## src/rtl/m1m3_pkg.sv

```systemverilog
// m1m3_pkg: shared types and sizing helpers for the M1->M3 ready/echo link
package m1m3_pkg;
  typedef enum logic [2:0] {S_IDLE, S_ASSERT, S_RELEASE, S_GAP, S_ISOL} m1_seq_state_e;
  localparam int M1M3_ECHO_LAT = 1;
  // the phase timer is shared by the timeout and the gap, so it must hold the larger of the two
  function automatic int tmr_w(int timeout_cyc, int gap_cyc);
    return $clog2((timeout_cyc > gap_cyc ? timeout_cyc : gap_cyc) + 1);
  endfunction
endpackage

```

## src/rtl/m1_phase_timer.sv

```systemverilog
// m1_phase_timer: loadable down-counter, expired while it sits at zero
module m1_phase_timer #(
  parameter int W = 4
) (
  input  logic         ck,
  input  logic         srst_n,
  input  logic         load,
  input  logic [W-1:0] load_val,
  output logic         expired
);
  logic [W-1:0] cnt;
  always_ff @(posedge ck)
    if (!srst_n) cnt <= '0;
    else if (load) cnt <= load_val;
    else if (cnt != '0) cnt <= cnt - W'(1);
  assign expired = cnt == '0;
endmodule

```

## src/rtl/m1_ready_seq.sv

```systemverilog
// m1_ready_seq: four-phase ready/echo producer with timeout, gap and isolation abort
module m1_ready_seq import m1m3_pkg::*; #(
  parameter int TIMEOUT_CYC = 15,
  parameter int GAP_CYC     = 2,
  parameter int CNT_W       = 16
) (
  input  logic             ck,
  input  logic             srst_n,
  input  logic             isolate_m1m3,
  input  logic             start,
  input  logic             ack_in,
  output logic             data_ready,
  output logic             busy,
  output logic             done,
  output logic             timeout_err,
  output logic             aborted,
  output logic [CNT_W-1:0] xfer_count
);
  localparam int TW = tmr_w(TIMEOUT_CYC, GAP_CYC);
  localparam logic [TW-1:0] TO_LD  = TW'(TIMEOUT_CYC - 1);
  localparam logic [TW-1:0] GAP_LD = TW'(GAP_CYC);
  m1_seq_state_e state, state_nx;
  logic          expired, fin, tmo, abrt, ld;
  logic [TW-1:0] ld_val;
  always_comb begin
    state_nx = state;
    fin      = 1'b0;
    tmo      = 1'b0;
    abrt     = 1'b0;
    unique case (state)
      S_IDLE:    state_nx = isolate_m1m3 ? S_ISOL : start ? S_ASSERT : S_IDLE;
      S_ASSERT: begin
        abrt     = isolate_m1m3;
        tmo      = !isolate_m1m3 && !ack_in && expired;
        state_nx = isolate_m1m3 ? S_ISOL : ack_in ? S_RELEASE : expired ? S_GAP : S_ASSERT;
      end
      S_RELEASE: begin
        abrt     = isolate_m1m3;
        fin      = !isolate_m1m3 && !ack_in;
        tmo      = !isolate_m1m3 && ack_in && expired;
        state_nx = isolate_m1m3 ? S_ISOL : (!ack_in || expired) ? S_GAP : S_RELEASE;
      end
      S_GAP:     state_nx = isolate_m1m3 ? S_ISOL : expired ? S_IDLE : S_GAP;
      S_ISOL:    state_nx = (!isolate_m1m3 && !ack_in) ? S_GAP : S_ISOL;
      default:   state_nx = S_IDLE;
    endcase
  end
  // every state change restarts the timer; only ASSERT/RELEASE/GAP ever look at it
  assign ld     = state_nx != state;
  assign ld_val = state_nx == S_GAP ? GAP_LD : TO_LD;
  m1_phase_timer #(.W(TW)) u_tmr (
    .ck       (ck),
    .srst_n   (srst_n),
    .load     (ld),
    .load_val (ld_val),
    .expired  (expired)
  );
  always_ff @(posedge ck)
    if (!srst_n) begin
      state       <= S_IDLE;
      data_ready  <= 1'b0;
      busy        <= 1'b0;
      done        <= 1'b0;
      timeout_err <= 1'b0;
      aborted     <= 1'b0;
      xfer_count  <= '0;
    end else begin
      state       <= state_nx;
      data_ready  <= state_nx == S_ASSERT;
      busy        <= state_nx != S_IDLE;
      done        <= fin;
      aborted     <= abrt;
      timeout_err <= tmo || (timeout_err && !(state == S_IDLE && state_nx == S_ASSERT));
      xfer_count  <= xfer_count + CNT_W'(fin);
    end
endmodule
```

## config.mk

```make
export PLATFORM = sky130hd
export DESIGN_NAME = m1_ready_seq
export DESIGN_NICKNAME = d
export VERILOG_FILES = /design/src/rtl/m1m3_pkg.sv /design/src/rtl/m1_phase_timer.sv /design/src/rtl/m1_ready_seq.sv
export SDC_FILE = /design/constraint.sdc
export NUM_CORES = 1
export LEC_CHECK = 0
export CAP_MARGIN = 20
export CORE_ASPECT_RATIO = 0.6
export CORE_MARGIN = 2
export CORE_UTILIZATION = 45
export DETAILED_ROUTE_END_ITERATION = 8
export GPL_TIMING_DRIVEN = 0
export PLACE_DENSITY = 0.71
export SYNTH_ARGS = -nofsm -noshare
export SYNTH_HDL_FRONTEND = slang
export SYNTH_SLANG_ARGS = --single-unit
export TNS_END_PERCENT = 100
```

## constraint.sdc

```tcl
create_clock -name ck -period 5.7 [get_ports ck]
set_clock_uncertainty 0.1 [all_clocks]
set_input_delay 0.57 -clock ck [delete_from_list [all_inputs] [get_ports ck]]
set_output_delay 0.57 -clock ck [all_outputs]
set_load 0.03 [all_outputs]
```

==> results of run 1 <==
-- power groups by stage --
stage | Sequential, W | Clock [W] | Combinational, W
3_5_place_dp | 0.000214 | 0 | 0.0000636
4_1_cts | 0.000209 | 0.000160 | 0.0000640
3_3_place_gp | 0.000213 | 0 | 0.0000620
6_report | 0.000209 | 0.000156 | 0.0000644
5_1_grt | 0.000211 | 0.000168 | 0.0000714
2_1_floorplan | 0.000215 | 0 | 0.0000470
-- synthesized netlist by cell type, types with 3 or more instances --
library cell  number  area (um^2)
ha_1               3        37.54
xor2_1            11        96.34
xnor2_1            4        35.03
clkbuf_1           4        15.01
and2_1             5        31.28
nand3_1            7        35.03
nand2_1           10        37.54
nor3_1             3        15.01
nand2b_1           3        18.77
and4_1             3        26.28
inv_1              4        15.01
o21ai_0            5        25.02
a21oi_1            4        20.02
and3_1             3        18.77
nor2_1            23        86.33
dfxtp_1           28        560.5
-- final cells by class --
class	instances	share of cell area, %
well taps	42	3.035
inverters	5	1.084
flip-flops and latches	28	32.37
clock inverters	1	1.734
clock buffers	3	2.384
multi-input cells	113	43.35
repair buffers	23	13.29
plain buffers	8	2.746
-- final timing paths --
check	from	to	cells after the start
min reg2reg	xfer_count[15]$_SDFF_PN0_	xfer_count[15]$_SDFF_PN0_	2
max reg2reg	state[2]$_SDFF_PN0_	xfer_count[14]$_SDFF_PN0_	11
max	ack_in	xfer_count[14]$_SDFF_PN0_	10
min	xfer_count[15]$_SDFF_PN0_	xfer_count[15]$_SDFF_PN0_	2
-- logic make-up after synthesis --
kind of cell / count (synthesis) / share of synthesized area (%)
compound gates: 22 / 12.81
xor+xnor: 15 / 9.536
fa+ha+maj: 3 / 2.725
buf+inv: 13 / 4.813
flops: 28 / 40.69
mux: 2 / 1.453
simple gates: 71 / 27.98
-- through the flow --
step	util (%)	instances	area (um^2)	hold WS [ns]
2_1_floorplan	-	154	1378	0.4504
3_3_place_gp	57.45	219	1660	0.3987
3_5_place_dp	57.45	219	1660	0.4067
4_1_cts	59.91	223	1732	0.4353
5_1_grt	59.91	223	1732	0.4824
6_report	59.91	223	1732	0.4281
-- critical path, cell delays in order --
cell and delay [ns]:
clkdlybuf4s50_1 0.49, buf_6 0.18, nor3_1 0.19, ha_1 0.19, ha_1 0.19, and2_0 0.34, and3_1 0.20, nand3_1 0.08
xor2_1 0.14, nor2_1 0.05
-- metal layers --
metal / vias up / part of all wire, %
met5: - / 0
met4: 0 / 0
met3: 0 / 6.8
met2: 34 / 42
met1: 531 / 51
li1: 586 / -
-- registers in the layout, summed over array words and instances, names as in the netlist --
register     flops
aborted          1
busy             1
data_ready       1
done             1
state            3
timeout_err      1
u_tmr.cnt        4
xfer_count      16
==> results_dict.tcl, run 1 <==
set metrics [dict create \
    grtUsageTotal_pct 18.96 \
    vias_per_cell 5.161 \
    fp-row-count 15 \
    power_frac_seq_pct 48.7 \
    p_total_w 0.0004293 \
    grt_pass1_vias 1017 \
    routedWlPerCell_um 13.61 \
    use_met2_pct 27.65 \
    swShare_pct 24.36 \
    dieArea_um2 3534 \
    slew-limit-headroom_pct 68.13 \
    start_util_pct 47.66 \
    fillers 273 \
    yosysSeqAreaShare_pct 40.69 \
    worst_ep_required_time_ns 5.76 \
    grt_pass1_wl_um 4912 \
    synth_cells 154 \
    maxCapViolCount 0 \
    portBuffers 23 \
    antenna_found_initial 0 \
    root_buffer "clkbuf_8" \
    power_density_nw_per_um2 247.9 \
    drc 0 \
    ir_worst_vdd_mv 0.2139 \
    timing.fmax_mhz 389.4 \
    cts_hold_buffers 0 \
    regArea_um2 560.5 \
    die_x_um 75.43 \
    drt-initial-drc-count 44 \
    ys_ff_latch 28 \
    nNetsFinal 190 \
    mostFrequentLayoutCells "dfxtp_1 (28), nor2_1 (23), clkdlybuf4s50_1 (23)" \
    combPwrFrac_pct 15.0 \
    worstSetupPathType "in -> reg" \
    status "finished, final reports clean" \
    first_pass_iters 4 \
    core_um2 2890 \
    io_pins 26 \
    p_int_w 0.0003247 \
    cp-start-kind "input port" \
    tns_ns 0 \
    drive_above_1_share_pct 7.182 \
    busiest_layer "met1" \
    gp_congestion 0.8549 \
    synth_cell_types 41 \
    clockBufferDepth 2 \
    rsz0062_at_grt "no" \
    arrival_ns 2.63 \
    timing.final.hold_violations 0 \
    grt_max_degree 17 \
    synth_edf_count 0 \
    cts_resized 0 \
    worst_pin_slew_ns 0.4780 \
    numCtsBuffers 3 \
    use_met1_pct 28.76 \
    insertion_delay_ns 0.28 \
    cts_tree "built" \
    setup_viol 0 \
    pwr-share-clk_pct 36.3 \
    synth_nets 162 \
    wirelength_um 3034 \
    finalCritPeriodShare_pct 45.06 \
    slew_violations 0 \
    dp_hpwl_um 2218 \
    cts_sinks 28 \
    multi_input_area_um2 750.7 \
    cp_max_fo 10 \
    synth_ff_type "dfxtp_1" \
    final_common_cell "dfxtp_1" \
    num_vias 1151 \
    syn-cell-area_um2 1378 \
    htreeDepth 1 \
    drtAntennaViolNets 0 \
    die_h_um 46.86 \
    synthToLayoutAreaGrowth_pct 25.70 \
    clk_pin_slew_worst_paths_ns 0.10 \
    hold_path.class "reg -> reg" \
    timing.final.ws_setup_ns 3.132 \
    synthArstFlopShare_pct 0 \
    use_met3_pct 5.365 \
    grt.overflow.total 0 \
    p_sw_w 0.0001046 \
    post_cts_buffers 0 \
    syn_area_per_cell_um2 8.945 \
    place_ws_ns 2.804 \
    antenna_cells 0 \
    rrSetupSlack_ns 3.15 \
    p_leak_nw 0.6692 \
    ys_warn_count 0 \
    period_needed_ns 2.568 \
    crit_path_end_kind "flop" \
]
(Power assumes the default switching activity.)
==> inputs of run 2 (changes only) <==
--- a/config.mk
+++ b/config.mk
@@ -11,7 +11,7 @@
 export CORE_UTILIZATION = 45
 export DETAILED_ROUTE_END_ITERATION = 8
 export GPL_TIMING_DRIVEN = 0
-export PLACE_DENSITY = 0.71
+export PLACE_DENSITY = 0.73
 export SYNTH_ARGS = -nofsm -noshare
 export SYNTH_HDL_FRONTEND = slang
 export SYNTH_SLANG_ARGS = --single-unit
==> constraint.sdc (replaced) <==
create_clock -name ck -period 2.1 [get_ports ck]
set_clock_uncertainty 0.1 [all_clocks]
set_input_delay 0.21 -clock ck [delete_from_list [all_inputs] [get_ports ck]]
set_output_delay 0.21 -clock ck [all_outputs]
set_load 0.03 [all_outputs]
==> results_dict.tcl, run 2 (synthesis results as in run 1) <==
set metrics [dict create \
    clockBufferDepth 2 \
    numCtsBuffers 3 \
    reg_top3 "xfer_count x16, u_tmr.cnt x4, state x3" \
    synthToLayoutAreaGrowth_pct 26.61 \
    critical-path-slowest-cell "dfxtp_1" \
    grt_pass1_wl_um 4981 \
    p_leak_nw 0.6699 \
    worst_hold_slack_ns 0.1409 \
    gp_congestion 0.7982 \
    worst_pin_slew_ns 0.5455 \
    worst_ep_required_time_ns 2.14 \
    htreeDepth 1 \
    path_buf_inv 1 \
    worstSetupPathType "reg -> reg" \
    antenna_cells 0 \
    antenna_found_initial 0 \
    final_common_cell "dfxtp_1" \
    ir_worst_vdd_mv 0.4258 \
    drt-initial-drc-count 62 \
    rsz0062_at_grt "no" \
    period_needed_ns 2.023 \
    power_density_nw_per_um2 619.2 \
    crit_path_frequent_cell "ha_2" \
    routedWlPerCell_um 13.43 \
    cts_sinks 28 \
    io_pins 26 \
    drtAntennaViolNets 0 \
    mostFrequentLayoutCells "dfxtp_1 (27), clkdlybuf4s50_1 (23), nor2_1 (22)" \
    grt_max_degree 16 \
    start_util_pct 47.66 \
    dieArea_um2 3534 \
    first_pass_iters 4 \
    drc 0 \
    arrival_ns 2.07 \
    grt.overflow.total 0 \
    timing.fmax_mhz 494.4 \
    wl_met1_um 1452 \
    status "finished, final reports clean" \
    cts_tree "built" \
    slew-limit-headroom_pct 63.63 \
    path_delay_family "simple AND/OR/NAND/NOR gates" \
    setup_viol 0 \
    timing.final.hold_violations 0 \
    portBuffers 23 \
    path_cells "buf_6 -> nor2_4 -> nand2_1 -> nor3_2 -> ha_2 -> ha_2 -> and2_4 -> and3_1 -> nand3_1 -> xor2_1 -> nor2_1" \
    grtUsageTotal_pct 18.70 \
    num_vias 1192 \
    met3_wirelength_um 251 \
    dp_hpwl_um 2215 \
    cp-start-kind "flop" \
    nNetsFinal 190 \
    crit_path_end_kind "flop" \
    topRoutingLayerUsed "met4" \
    insertion_delay_ns 0.27 \
    cp_max_fo 10 \
    wirelength_um 2994 \
    grt_pass1_vias 1102 \
    die_h_um 46.86 \
    vias_per_cell 5.345 \
    maxCapViolCount 0 \
    core_um2 2890 \
    tns_ns 0 \
    postPlaceCellArea_um2 1663 \
    largest_reg_flops 16 \
    root_buffer "clkbuf_8" \
    fin_area_um2 1744 \
    largest-register "xfer_count" \
    dr_wl_met2_um 1255 \
    drive_above_1_share_pct 11.60 \
    fp-row-count 15 \
    final_util_pct 60.35 \
    die_x_um 75.43 \
    max_stage_delay_ns 0.32 \
    finalCritPeriodShare_pct 96.31 \
    hold_path.class "in -> reg" \
    slew_violations 0 \
    clk_pin_slew_worst_paths_ns 0.09 \
]
==> run 2: path summary, 6_finish.rpt <==
kind / endpoint / depth (start not counted) / slack, ns / startpoint
min: state[1]$_SDFF_PN0_ / 2 / 0.14 / isolate_m1m3
min reg2reg: xfer_count[15]$_SDFF_PN0_ / 2 / 0.42 / xfer_count[15]$_SDFF_PN0_
max reg2reg: xfer_count[14]$_SDFF_PN0_ / 11 / 0.08 / state[2]$_SDFF_PN0_
max: xfer_count[14]$_SDFF_PN0_ / 11 / 0.08 / state[2]$_SDFF_PN0_
==> run 2: what timing repair did <==
item | in CTS | in global routing
setup endpoints to repair | 13 | 10
pin swaps | 1 | 0
hold buffers | 0 | 0
gates resized for setup | 6 | 2
setup buffers | 1 | 1
==> run 2: worst register-to-register path: cells and delay by family (launching register included) <==
kind                       cells  cell delay, ns
xor gates and xnor gates       1            0.14
adders and majority gates      2            0.39
DFF                            1            0.32
and+or+nand+nor                7            0.82
buffers and inverters          1            0.13
==> run 2: stage by stage <==
stage	instances	total power, W	setup slack (ns)
global placement	219	0.0007478	-0.4155
detailed placement	219	0.0007550	-0.4623
floorplan	154	0.0007114	0.02001
finish	223	0.001080	0.07747
global route	223	0.001134	0.002189
CTS	223	0.001090	0.01347
==> run 2: cell type report <==
class / instances / area [um^2]
fillers: 275 / 1146
multi-input cells: 113 / 770.7
flip-flops and latches: 28 / 561.8
repair buffers: 25 / 245.2
clock buffers: 4 / 55.05
well taps: 42 / 52.55
plain buffers: 6 / 40.04
inverters: 5 / 18.77
==> run 2: report_power, final <==
part	switching, W	internal [W]	total [W]
Sequential	0.0000193	0.000550	0.000569
Combinational	0.000100	0.0000795	0.000180
Clock	0.000164	0.000168	0.000332
==> run 2: per-layer routing <==
layer	global-route usage, %	vias up
met3	4.721	6
met4	5.263	0
met5	0	-
li1	-	581
met2	28.35	52
met1	26.69	553
